===== config.mk =====
export PLATFORM = sky130hd
export DESIGN_NAME = shift_reg_ctrl_flat
export DESIGN_NICKNAME = d
export VERILOG_FILES = /design/src/rtl/shift_ctrl_pkg.sv /design/src/rtl/shift_reg_ctrl_if.sv /design/src/rtl/shift_step_cnt.sv /design/src/rtl/shift_reg_ctrl.sv /design/src/flat_wrapper.sv
export SDC_FILE = /design/constraint.sdc
export NUM_CORES = 1
export LEC_CHECK = 0
export ABC_AREA = 0
export BUFFER_PORTS_ARGS = -buffer_cell sky130_fd_sc_hd__buf_4
export CORE_UTILIZATION = 50
export DETAILED_ROUTE_END_ITERATION = 7
export HOLD_SLACK_MARGIN = 0.08
export PLACE_DENSITY = 0.82
export SLEW_MARGIN = 20
export SYNTH_ARGS = -nofsm -noshare
export SYNTH_HDL_FRONTEND = slang
export SYNTH_HIERARCHICAL = 1
export SYNTH_SLANG_ARGS = --single-unit

===== constraint.sdc =====
create_clock -name clk -period 2.1 [get_ports clk]
set_input_delay 0.105 -clock clk [delete_from_list [all_inputs] [get_ports clk]]
set_output_delay 0.105 -clock clk [all_outputs]
set_load 0.05 [all_outputs]

===== src/rtl/shift_ctrl_pkg.sv =====
//==========================================================================
// shift_ctrl_pkg - op, register-mode and FSM state codes for shift_reg_ctrl
// Revision: 1.0
//==========================================================================
`default_nettype none

package shift_ctrl_pkg;

   localparam logic [1:0] OP_LOAD   = 2'b00;
   localparam logic [1:0] OP_SHL    = 2'b01;
   localparam logic [1:0] OP_SHR    = 2'b10;
   localparam logic [1:0] OP_ROL    = 2'b11;

   localparam logic [1:0] MODE_HOLD = 2'b00;
   localparam logic [1:0] MODE_SHL  = 2'b01;
   localparam logic [1:0] MODE_SHR  = 2'b10;
   localparam logic [1:0] MODE_LOAD = 2'b11;

   localparam logic [1:0] S_IDLE    = 2'd0;
   localparam logic [1:0] S_LOAD    = 2'd1;
   localparam logic [1:0] S_SHIFT   = 2'd2;
   localparam logic [1:0] S_DONE    = 2'd3;

endpackage

`default_nettype wire


===== src/rtl/shift_reg_ctrl_if.sv =====
//==========================================================================
// shift_reg_ctrl_if - command valid/ready bundle into the shift sequencer
// Revision: 1.0
//==========================================================================
`default_nettype none

interface shift_reg_ctrl_if #(
   parameter int WIDTH = 4,
   parameter int CNT_W = 3
);
   logic             cmd_valid;
   logic             cmd_ready;
   logic [1:0]       cmd_op;
   logic [CNT_W-1:0] cmd_len;
   logic [WIDTH-1:0] cmd_data;
   logic             cmd_sin;

   modport master (
      output cmd_valid, cmd_op, cmd_len, cmd_data, cmd_sin,
      input  cmd_ready
   );

   modport slave (
      input  cmd_valid, cmd_op, cmd_len, cmd_data, cmd_sin,
      output cmd_ready
   );
endinterface

`default_nettype wire


===== src/rtl/shift_step_cnt.sv =====
//==========================================================================
// shift_step_cnt - loadable down-counter; last_o flags the final shift step
// Revision: 1.0
//==========================================================================
`default_nettype none

module shift_step_cnt #(
   parameter int CNT_W = 3
) (
   input  wire logic             clk,
   input  wire logic             reset,
   input  wire logic             load_i,
   input  wire logic             dec_i,
   input  wire logic [CNT_W-1:0] len_i,
   output logic                  last_o
);
   logic [CNT_W-1:0] count_q;
   logic [CNT_W-1:0] count_d;

   always_comb begin
      count_d = count_q;
      if (load_i) begin
         count_d = len_i;
      end else if (dec_i && (count_q != '0)) begin
         count_d = count_q - 1'b1;
      end
   end

   always_ff @(posedge clk or negedge reset) begin
      if (!reset) begin
         count_q <= '0;
      end else begin
         count_q <= count_d;
      end
   end

   assign last_o = (count_q == CNT_W'(1));

endmodule

`default_nettype wire


===== src/rtl/shift_reg_ctrl.sv =====
//==========================================================================
// shift_reg_ctrl - command sequencer for a universal shift register.
// Optional abort input/aborted output: define SHIFT_CTRL_ABORT_EN.  Rev 1.0
//==========================================================================
`default_nettype none

module shift_reg_ctrl
   import shift_ctrl_pkg::*;
#(
   parameter int WIDTH = 4,
   parameter int CNT_W = 3
) (
   input  wire logic             clk,
   input  wire logic             reset,
   shift_reg_ctrl_if.slave       cmd,
   input  wire logic [WIDTH-1:0] sr_q,
   output logic [1:0]            sr_mode,
   output logic                  sr_enable,
   output logic [WIDTH-1:0]      sr_din,
   output logic                  sr_sin,
   output logic                  busy,
   output logic                  done
`ifdef SHIFT_CTRL_ABORT_EN
   ,
   input  wire logic             abort,
   output logic                  aborted
`endif
);
   logic [1:0]       state_q, state_d;
   logic [1:0]       op_q,    op_d;
   logic [CNT_W-1:0] len_q,   len_d;
   logic [WIDTH-1:0] data_q,  data_d;
   logic             sin_q,   sin_d;
   logic             rdy_q;
   logic             w_last;
   logic             w_abort;
   logic             w_accept;
   logic             w_unused_sr_q;

   // Only the MSB feeds ROL; the rest of the register is observed, not used.
   assign w_unused_sr_q = ^sr_q[WIDTH-2:0];

`ifdef SHIFT_CTRL_ABORT_EN
   logic aborted_q;

   assign w_abort = abort && ((state_q == S_LOAD) || (state_q == S_SHIFT));

   always_ff @(posedge clk or negedge reset) begin
      if (!reset) begin
         aborted_q <= 1'b0;
      end else begin
         aborted_q <= w_abort;
      end
   end

   assign aborted = aborted_q && (state_q == S_DONE);
`else
   assign w_abort = 1'b0;
`endif

   shift_step_cnt #(.CNT_W(CNT_W)) u_step_cnt (
      .clk    (clk),
      .reset  (reset),
      .load_i (state_q == S_LOAD),
      .dec_i  (state_q == S_SHIFT),
      .len_i  (len_q),
      .last_o (w_last)
   );

   // rdy_q keeps cmd_ready low while reset is held and for no longer.
   always_ff @(posedge clk or negedge reset) begin
      if (!reset) begin
         rdy_q <= 1'b0;
      end else begin
         rdy_q <= 1'b1;
      end
   end

   assign cmd.cmd_ready = rdy_q && (state_q == S_IDLE);
   assign w_accept      = cmd.cmd_valid && cmd.cmd_ready;

   always_comb begin
      state_d = state_q;
      op_d    = op_q;
      len_d   = len_q;
      data_d  = data_q;
      sin_d   = sin_q;
      case (state_q)
         S_IDLE: begin
            if (w_accept) begin
               op_d    = cmd.cmd_op;
               len_d   = cmd.cmd_len;
               data_d  = cmd.cmd_data;
               sin_d   = cmd.cmd_sin;
               state_d = S_LOAD;
            end
         end
         S_LOAD: begin
            if (w_abort || (len_q == '0) || (op_q == OP_LOAD)) begin
               state_d = S_DONE;
            end else begin
               state_d = S_SHIFT;
            end
         end
         S_SHIFT: begin
            if (w_abort || w_last) begin
               state_d = S_DONE;
            end
         end
         default: state_d = S_IDLE;
      endcase
   end

   always_ff @(posedge clk or negedge reset) begin
      if (!reset) begin
         state_q <= S_IDLE;
         op_q    <= OP_LOAD;
         len_q   <= '0;
         data_q  <= '0;
         sin_q   <= 1'b0;
      end else begin
         state_q <= state_d;
         op_q    <= op_d;
         len_q   <= len_d;
         data_q  <= data_d;
         sin_q   <= sin_d;
      end
   end

   always_comb begin
      sr_mode   = MODE_HOLD;
      sr_enable = 1'b0;
      sr_din    = '0;
      sr_sin    = 1'b0;
      busy      = (state_q != S_IDLE);
      done      = (state_q == S_DONE);
      case (state_q)
         S_LOAD: begin
            sr_mode   = MODE_LOAD;
            sr_enable = 1'b1;
            sr_din    = data_q;
         end
         S_SHIFT: begin
            sr_enable = 1'b1;
            case (op_q)
               OP_SHL: begin
                  sr_mode = MODE_SHL;
                  sr_sin  = sin_q;
               end
               OP_SHR: begin
                  sr_mode = MODE_SHR;
                  sr_sin  = sin_q;
               end
               OP_ROL: begin
                  sr_mode = MODE_SHL;
                  sr_sin  = sr_q[WIDTH-1];
               end
               default: sr_mode = MODE_HOLD;
            endcase
         end
         default: ;
      endcase
   end

endmodule

`default_nettype wire


===== src/flat_wrapper.sv =====
// flat-port wrapper written by rule: the top's interface ports become plain ports
module shift_reg_ctrl_flat import shift_ctrl_pkg::*;
#(
   parameter int WIDTH = 4,
   parameter int CNT_W = 3
)
  (clk, reset, sr_q, sr_mode, sr_enable, sr_din, sr_sin, busy, done, cmd_cmd_valid, cmd_cmd_op, cmd_cmd_len, cmd_cmd_data, cmd_cmd_sin, cmd_cmd_ready);
  shift_reg_ctrl_if #(.WIDTH(WIDTH), .CNT_W(CNT_W)) cmd_i ();
  input  wire logic clk;
  input  wire logic reset;
  input  wire logic [WIDTH-1:0] sr_q;
  output logic [1:0] sr_mode;
  output logic sr_enable;
  output logic [WIDTH-1:0] sr_din;
  output logic sr_sin;
  output logic busy;
  output logic done;
  input wire logic [$bits(cmd_i.cmd_valid)-1:0] cmd_cmd_valid;
  input wire logic [$bits(cmd_i.cmd_op)-1:0] cmd_cmd_op;
  input wire logic [$bits(cmd_i.cmd_len)-1:0] cmd_cmd_len;
  input wire logic [$bits(cmd_i.cmd_data)-1:0] cmd_cmd_data;
  input wire logic [$bits(cmd_i.cmd_sin)-1:0] cmd_cmd_sin;
  output wire logic [$bits(cmd_i.cmd_ready)-1:0] cmd_cmd_ready;
  assign cmd_i.cmd_valid = cmd_cmd_valid;
  assign cmd_i.cmd_op = cmd_cmd_op;
  assign cmd_i.cmd_len = cmd_cmd_len;
  assign cmd_i.cmd_data = cmd_cmd_data;
  assign cmd_i.cmd_sin = cmd_cmd_sin;
  assign cmd_cmd_ready = cmd_i.cmd_ready;
  shift_reg_ctrl #(.WIDTH(WIDTH), .CNT_W(CNT_W)) u_core (.clk(clk), .reset(reset), .cmd(cmd_i), .sr_q(sr_q), .sr_mode(sr_mode), .sr_enable(sr_enable), .sr_din(sr_din), .sr_sin(sr_sin), .busy(busy), .done(done));
endmodule

After elaboration in Yosys (flattened, before gate mapping):

Cells that the tools add are included.

* register bits after elaboration: 16
* input bits: 17
* output and inout bits: 11
* word-level logic and storage cells: 44

* add/sub/neg operators: 1
* equality and inequality tests: 9
* multiplexer cells: 12
* reductions and logical operators: 15

Operator list (count)
* 2-bit equality test, second input constant: 4
* 2-bit case mux with 2 select lines: 2
* 3-bit 2-to-1 mux: 2
* 2-bit case mux with 3 select lines: 1
* 2-bit OR reduction: 3
* 2-bit by 1-bit equality test with 1-bit output, second input constant: 2
* 2-bit zero test: 2
* 2-bit 2-to-1 mux: 2
* 4-bit 2-to-1 mux: 1
* 2-bit by 1-bit inequality test with 1-bit output, second input constant: 2
* 2-bit AND reduction: 2
* 2-bit nonzero test: 2
* 3-bit by 1-bit equality test with 1-bit output, second input constant: 1
* 1-bit logical AND: 3
* 3-bit zero test: 1
* 1-bit 2-to-1 mux: 3
* 3-bit nonzero test: 1
* 3-bit by 1-bit subtractor with 3-bit output, second input constant: 1
* 1-bit case mux with 2 select lines: 1
* 1-bit logical OR: 1

Depth between registers and ports, before layout:

Gate-level depths: netlist of run 1.

* depth in word-level cells: 5
* gate-level depth with buffers: 6
* depth with buffers taken out: 6

Modules after synthesis:

Netlist of run 1, hierarchy kept.

By module, submodules not included
* shift_reg_ctrl: times used 1, cells an instance 58, area each 739.5 µm², seq. area each 325.3 µm²
* shift_step_cnt: times used 1, cells an instance 24, area each 221.5 µm², seq. area each 75.1 µm²

Worst setup path after synthesis of run 1:

Ideal clock, no wire load.

* path kind: register to output
* start point: register u_core.state_q[0]
* end point: output port sr_sin
* data arrival time: 1.986 ns
* required time: 1.995 ns
* path slack: 0.009 ns
* cell stages (with the launch flop): 4
* path buffers: 0
* path through: dfrtp_1 -> inv_1 -> ha_1 -> nor3b_1

* longest elaborated chain between the ends: 2

RTL lines
* start, declared: line shift_reg_ctrl.sv:29 `logic [1:0] state_q, state_d;`
* start signal, assigned: line shift_reg_ctrl.sv:122 `state_q <= state_d;`
* 2-bit equality test: line shift_reg_ctrl.sv:137 `case (state_q)`
* 1-bit 2-to-1 mux: line shift_reg_ctrl.sv:137
* end, declared: line flat_wrapper.sv:15 `output logic sr_sin;`

Every way passes these cells.

Final worst setup path of run 1:

* start point: register u_core.state_q[1]
* end point: output port sr_din[1]

* longest elaborated chain between the ends: 2

RTL lines
* 2-bit by 1-bit equality test with 1-bit output: line shift_reg_ctrl.sv:137
* 4-bit 2-to-1 mux: line shift_reg_ctrl.sv:137
* end, declared: line flat_wrapper.sv:14 `output logic [WIDTH-1:0] sr_din;`

Every way passes these cells.

==> impl_metrics.py, run 1 <==
metrics = {
    "power_and_ir_drop": {
        "cellLeakagePower_uw": 0.0006548,
        "power.density_cell_area_mw_per_mm2": 1621,
        "total_power_draw_uw": 2138,
        "vdd_ir_drop_max_mv": 1.104,
    },
    "floorplan": {
        "die_width_um": 45.84,
        "initial_core_util": 0.5447,
        "rows": 15,
        "die_area_mm2": 0.002101,
        "die_y_um": 45.84,
        "core-area_mm2": 0.001764,
        "io-pin-count": 28,
    },
    "detailed_routing": {
        "route.met3.wl_um": 129,
        "totalWireLength_mm": 2.084,
        "topRoutingLayerUsed": "met4",
        "detail_route.wl_per_cell_um": 14.27,
        "detail_route.iter0.violations": 30,
        "dr_total_vias": 774,
        "dr.pass1.iters": 4,
        "drcViolationCount": 0,
        "drtAntennaViolNets": 0,
        "routed_via_density": 5.301,
        "wl_met1_um": 856,
        "met2RoutedLength_mm": 1.066,
    },
    "yosys": {
        "synth_enable_flop_cells": 0,
        "synthDistinctLibCells": 28,
        "syn_inst": 82,
        "synth_seq_area_share": 0.4167,
        "syn_area_per_cell_um2": 11.72,
        "yosys_most_used_dff": "dfrtp_1",
        "share_of_async_settable_or_async_resettable_flops_after_synthesis": 1.000,
        "yosys_warnings": 6,
        "synth.ff_latch_count": 16,
        "yosys.area.top_type_share": 0.4167,
        "ys_top_cells_by_area": "dfrtp_1 42%, ha_1 16%, mux2_2 13%, inv_1 2.7%, and2_1 2.6%",
        "netlist.top_cell.by_area": "dfrtp_1",
        "syn_nets": 111,
        "mappedNetlistArea_um2": 960.9,
    },
    "clock_network": {
        "clock_latency_ns": 0.29,
        "ctsHoldBuffers": 11,
        "cts_root_buf": "clkbuf_4",
        "tritoncts.num_buffers": 3,
        "clock_sink_count": 16,
        "cts_setup_buffers": 0,
        "cts.repair.resized": 0,
        "htreeDepth": 1,
        "clock_tree_from_tritoncts": "yes",
        "cts.reportedPaths.clkPinSlew_ns": 0.10,
        "max-clock-path-buffers": 2,
    },
    "finish": {
        "area.sequential_um2": 400.4,
        "nNetsFinal": 151,
        "filler_cell_count": 123,
        "multi_input_area_um2": 534.3,
        "num_antenna_cells": 0,
        "syn_to_final_growth_pct": 37.24,
        "stdcell_area_mm2": 0.001319,
        "stdcell_count": 146,
        "layout-drive-gt1-share": 0.3884,
    },
    "global_routing": {
        "global_route_wire_length_before_repair_mm": 3.387,
        "grt_start_max_net_pins": 17,
        "first_global_vias": 718,
        "grt_antenna_before_repair": 0,
        "grt.total_usage": 0.2424,
        "total_congestion_overflow": 0,
    },
    "worst_setup_path": {
        "ff2ff_path_depth": 5,
        "path_max_fanout": 15,
        "critPathSlowestCell": "ha_1",
        "reg2reg_to": "u_core/state_q[0]",
        "cp.required_ns": 2.00,
        "crit_path_end_kind": "output port",
        "startpoint_type": "flop",
        "path_buf_inv": 2,
        "timing.critical_path.cells": "inv_1 -> ha_1 -> and2_1 -> buf_4",
        "critPathKind": "flop to output port",
        "critical_path.max_stage_delay_ns": 0.49,
        "reg2reg_from": "u_core/state_q[1]",
        "cp_top_family": "adder cells",
        "worst_ep_arrival_time_ns": 1.78,
        "ff2ff_setup_slack_ns": 0.40,
    },
    "job": {
        "max_cap_violations": 0,
    },
    "timing": {
        "timing.final.crit_share": 0.8988,
        "timing.final.hold_violations": 0,
        "post_route_setup_tns_ns": 0,
        "report.final.slew_viol_count": 0,
        "final_clock_skew_ns": 0.009368,
        "fin_worst_hold_slack_ns": 0.1903,
        "max_slew.worst_pin.slew_ns": 0.5290,
        "maxClockFrequency_mhz": 529.8,
        "final_number_of_setup_violating_endpoints": 0,
        "finalWorstPathRequiredPeriod_ns": 1.888,
        "maxSlewHeadroom": 0.6474,
        "rsz0062_at_grt": "no",
    },
    "place": {
        "dpl_cell_area_mm2": 0.001172,
        "dp.final_hpwl_mm": 1.330,
        "place_inst": 131,
        "finalWeightedCongestion": 0.8369,
        "placement.io_buffers": 24,
    },
    "run_status": {
        "outcome": "finished clean",
    },
    "hold_path": {
        "class_of_the_tightest_hold_or_removal_check": "primary input to async pin",
    },
}
[worst reg2reg max path, stage by stage, from the launching register on]
cell and delay, ns:
dfrtp_1 0.45, inv_1 0.10, ha_1 0.49, nor4b_4 0.33, a2111oi_2 0.08, o22ai_1 0.18
[Yosys cell counts (all sizes together) (2+ instances only)]
| library cell | number |
|---|---|
| dfrtp | 16 |
| ha | 12 |
| mux2 | 11 |
| inv | 7 |
| and2 | 5 |
| nand2 | 5 |
| nor2 | 3 |
| a21oi | 2 |
| nand3 | 2 |
| nor2b | 2 |
| o21a | 2 |
| o21ai | 2 |
[cell families (layout without fill, tap and decap cells)]
kind of cell | after synthesis | after routing | synth area share
flops | 16 | 16 | 0.4167
compound gates | 12 | 12 | 0.09636
other cells | 1 | 1 | 0.003903
fa+ha+maj | 12 | 12 | 0.1562
buf+inv | 7 | 46 | 0.02735
simple gates | 22 | 22 | 0.1601
mux | 12 | 12 | 0.1393
[layout make-up]
class / count / area share
clock buffers: 4 / 0.02751
multi-input cells: 59 / 0.4051
well taps: 25 / 0.02372
inverters: 7 / 0.01992
repair buffers: 35 / 0.2201
flip-flops and latches: 16 / 0.3036
[worst max path at each step]
stage | cells past startpoint | end | start
final | 4 | sr_din[1] | u_core/state_q[1]
after global routing | 5 | sr_mode[1] | u_core/state_q[1]
after CTS | 4 | sr_din[2] | u_core/state_q[1]
after detailed placement | 5 | u_core/state_q[0] | u_core/state_q[1]
after global placement | 5 | u_core/state_q[0] | u_core/state_q[1]
after floorplan | 3 | sr_sin | u_core/state_q[0]
[power by group]
group	internal, uW	switching, uW	total (uW)
Combinational	547	790	1340
Clock	106	99.4	205
Sequential	460	136	596
Total	1110	1030	2140
[routing by layer]
| metal | GRT usage | up-vias |
|---|---|---|
| li1 | - | 358 |
| met1 | 0.2868 | 367 |
| met2 | 0.3972 | 41 |
| met3 | 0.07937 | 8 |
| met4 | 0.1059 | 0 |
| met5 | 0 | - |
[registers in the layout, summed over array words and instances, names as in the netlist]
name / cells
u_core/rdy_q: 1
u_core/len_q: 3
u_core/op_q: 2
u_core/sin_q: 1
u_core/data_q: 4
u_core/state_q: 2
u_core/u_step_cnt/count_q: 3
[layout by cell type (no fill, tap or decap), types with 2 or more instances in the layout]
master and count:
clkbuf_4 3, nor2_1 3, dlygate4sd3_1 11, nand2_1 4
and2_1 4, nand3_1 2, mux2_2 11, dfrtp_1 16
buf_4 24, o21a_1 2, a21oi_1 2, inv_1 7
nor2b_1 2, ha_1 12
[stage by stage]
step | setup WS, ns | util
floorplan | 0.009106 | -
global placement | 0.4768 | 0.6645
detailed placement | 0.4338 | 0.6645
CTS | 0.2506 | 0.7475
global route | 0.03892 | 0.7475
finish | 0.2124 | 0.7475
Note: power is estimated with default switching activity, not from simulation.
==> run 2: changes to the inputs <==
--- a/config.mk
+++ b/config.mk
@@ -7,10 +7,12 @@
 export LEC_CHECK = 0
 export ABC_AREA = 0
 export BUFFER_PORTS_ARGS = -buffer_cell sky130_fd_sc_hd__buf_4
-export CORE_UTILIZATION = 50
+export CELL_PAD_IN_SITES_DETAIL_PLACEMENT = 1
+export CELL_PAD_IN_SITES_GLOBAL_PLACEMENT = 2
+export CORE_UTILIZATION = 32
 export DETAILED_ROUTE_END_ITERATION = 7
 export HOLD_SLACK_MARGIN = 0.08
-export PLACE_DENSITY = 0.82
+export PLACE_DENSITY = 0.83
 export SLEW_MARGIN = 20
 export SYNTH_ARGS = -nofsm -noshare
 export SYNTH_HDL_FRONTEND = slang
==> run 2 against run 1 <==
First-iteration DRC count down 100%. Highest routed layer unchanged. Sequential cell count unchanged. Hold slack better by 0.050 ns.
==> impl_metrics.py, run 2 (same netlist as run 1, synthesis figures left out) <==
metrics = {
    "run_status": {
        "outcome": "finished clean",
    },
    "worst_setup_path": {
        "crit_path_end_kind": "output port",
        "critPathKind": "flop to output port",
        "cp_top_family": "buffers and inverters",
        "path_buf_inv": 3,
        "reg2reg_to": "u_core/state_q[1]",
        "critical_path.max_stage_delay_ns": 0.44,
        "cp.required_ns": 2.00,
        "ff2ff_setup_slack_ns": 0.46,
        "ff2ff_path_depth": 5,
        "startpoint_type": "flop",
        "critPathMostFrequentCell": "buf_4",
        "timing.critical_path.cells": "inv_1 -> ha_1 -> buf_4 -> and2_1 -> buf_4",
        "reg2reg_from": "u_core/state_q[0]",
        "path_max_fanout": 9,
        "critPathSlowestCell": "dfrtp_1",
        "worst_ep_arrival_time_ns": 1.75,
    },
    "power_and_ir_drop": {
        "power.sequential.fraction": 0.277,
        "power_switching_uw": 999.9,
        "share_clk_of_total_power": 0.095,
        "internal-power_uw": 1120,
        "switching_share": 0.4717,
        "vdd_ir_drop_max_mv": 0.9875,
        "comb_power_share": 0.628,
        "power.density_cell_area_mw_per_mm2": 1589,
        "cellLeakagePower_uw": 0.0006600,
    },
    "floorplan": {
        "die_width_um": 56.80,
        "die_area_mm2": 0.003226,
        "core-area_mm2": 0.002805,
        "rows": 19,
        "die_y_um": 56.80,
        "io-pin-count": 28,
        "initial_core_util": 0.3426,
    },
    "finish": {
        "num_antenna_cells": 0,
        "most_common_cell_after_layout_fill_and_taps_aside": "buf_4",
        "layout-drive-gt1-share": 0.3934,
        "commonest_cells_after_routing_fill_and_taps_aside": "25 x buf_4, 16 x dfrtp_1, 12 x ha_1",
        "filler_cell_count": 300,
        "syn_to_final_growth_pct": 38.80,
        "stdcell_area_mm2": 0.001334,
        "max_flop_register": "u_core/data_q",
        "top_regs": "u_core/data_q (4), u_core/len_q (3), u_core/u_step_cnt/count_q (3)",
        "largest_reg_flops": 4,
        "nNetsFinal": 152,
    },
    "detailed_routing": {
        "routed_via_density": 4.837,
        "drcViolationCount": 0,
        "detail_route.wl_per_cell_um": 13.40,
        "drtAntennaViolNets": 0,
        "totalWireLength_mm": 2.050,
        "dr_total_vias": 740,
        "detail_route.iter0.violations": 0,
        "dr.pass1.iters": 1,
    },
    "timing": {
        "timing.final.hold_violations": 0,
        "final_number_of_setup_violating_endpoints": 0,
        "report.final.slew_viol_count": 0,
        "fin_worst_hold_slack_ns": 0.2402,
        "maxClockFrequency_mhz": 539.8,
        "final_clock_skew_ns": 0.001643,
        "finalWorstPathRequiredPeriod_ns": 1.852,
        "rsz0062_at_grt": "no",
        "timing.final.crit_share": 0.8821,
        "post_route_setup_tns_ns": 0,
    },
    "clock_network": {
        "clock_sink_count": 16,
        "tritoncts.num_buffers": 3,
        "clock_tree_from_tritoncts": "yes",
        "cts.repair.resized": 0,
        "htreeDepth": 1,
        "cts_setup_buffers": 0,
        "cts_root_buf": "clkbuf_4",
        "clock_latency_ns": 0.28,
        "cts.reportedPaths.clkPinSlew_ns": 0.09,
        "max-clock-path-buffers": 2,
    },
    "place": {
        "finalWeightedCongestion": 0.7834,
        "dpl_cell_area_mm2": 0.001187,
        "placement.io_buffers": 24,
        "dp.final_hpwl_mm": 1.475,
    },
    "job": {
        "max_cap_violations": 0,
    },
    "global_routing": {
        "grt_start_max_net_pins": 17,
        "total_congestion_overflow": 0,
        "grt_antenna_before_repair": 0,
        "grt.total_usage": 0.1399,
        "global_route_wire_length_before_repair_mm": 3.429,
        "first_global_vias": 785,
    },
    "hold_path": {
        "class_of_the_tightest_hold_or_removal_check": "primary input to async pin",
    },
}
[run 2: cell types whose count changed in the layout (fill, tap and decap cells not counted)]
cell,delta
buf_4,+1
[run 2: worst max-delay path by stage]
stage | start | end | slack, ns | cells past startpoint
after global placement | u_core/state_q[0] | u_core/state_q[1] | 0.50 | 5
after detailed placement | u_core/state_q[0] | u_core/state_q[1] | 0.47 | 5
after CTS | u_core/state_q[1] | sr_din[2] | 0.23 | 5
after global routing | u_core/state_q[1] | sr_din[2] | 0.16 | 5
after floorplan | u_core/state_q[0] | sr_sin | 0.009 | 3
final | u_core/state_q[1] | sr_din[2] | 0.25 | 5
[run 2: repair_timing]
item	in CTS	in global routing
setup endpoints to repair	0	0
endpoints found under the hold margin	26	0
hold buffers	11	0
[run 2: metal layers]
metal  part of all wire  track usage  vias to the layer above  routed length (um)
met3              0.026      0.01843                        2                  54
met4             0.0020      0.05226                        0                   4
li1                   -            -                      358                   -
met2               0.52       0.2551                       15                1060
met1               0.45       0.1659                      365                 931
met5                  0            0                        -                   0
[run 2: layout make-up]
class,instances,area [um2],area share
Clock buffer,4,36.28,0.02720
Inverter,7,26.28,0.01970
Multi-Input combinational cell,59,534.3,0.4006
Sequential cell,16,400.4,0.3002
Tap cell,31,38.79,0.02908
Timing Repair Buffer,36,297.8,0.2233
[run 2: per-stage QoR]
step / instances / total power [uW] / util / setup slack, ns
after global routing: 153 / 2278 / 0.4755 / 0.1595
after CTS: 153 / 2152 / 0.4755 / 0.2294
after detailed placement: 138 / 1923 / 0.4233 / 0.4716
after floorplan: 82 / 1575 / - / 0.009106
after global placement: 138 / 1873 / 0.4233 / 0.4969
final: 153 / 2120 / 0.4755 / 0.2476
[run 2: power groups by stage]
stage,combinational [uW],sequential (uW),clock [uW]
finish,1330,586,202
global route,1450,607,220
CTS,1350,586,215
detailed placement,1330,594,0
global placement,1290,583,0
floorplan,1010,560,0
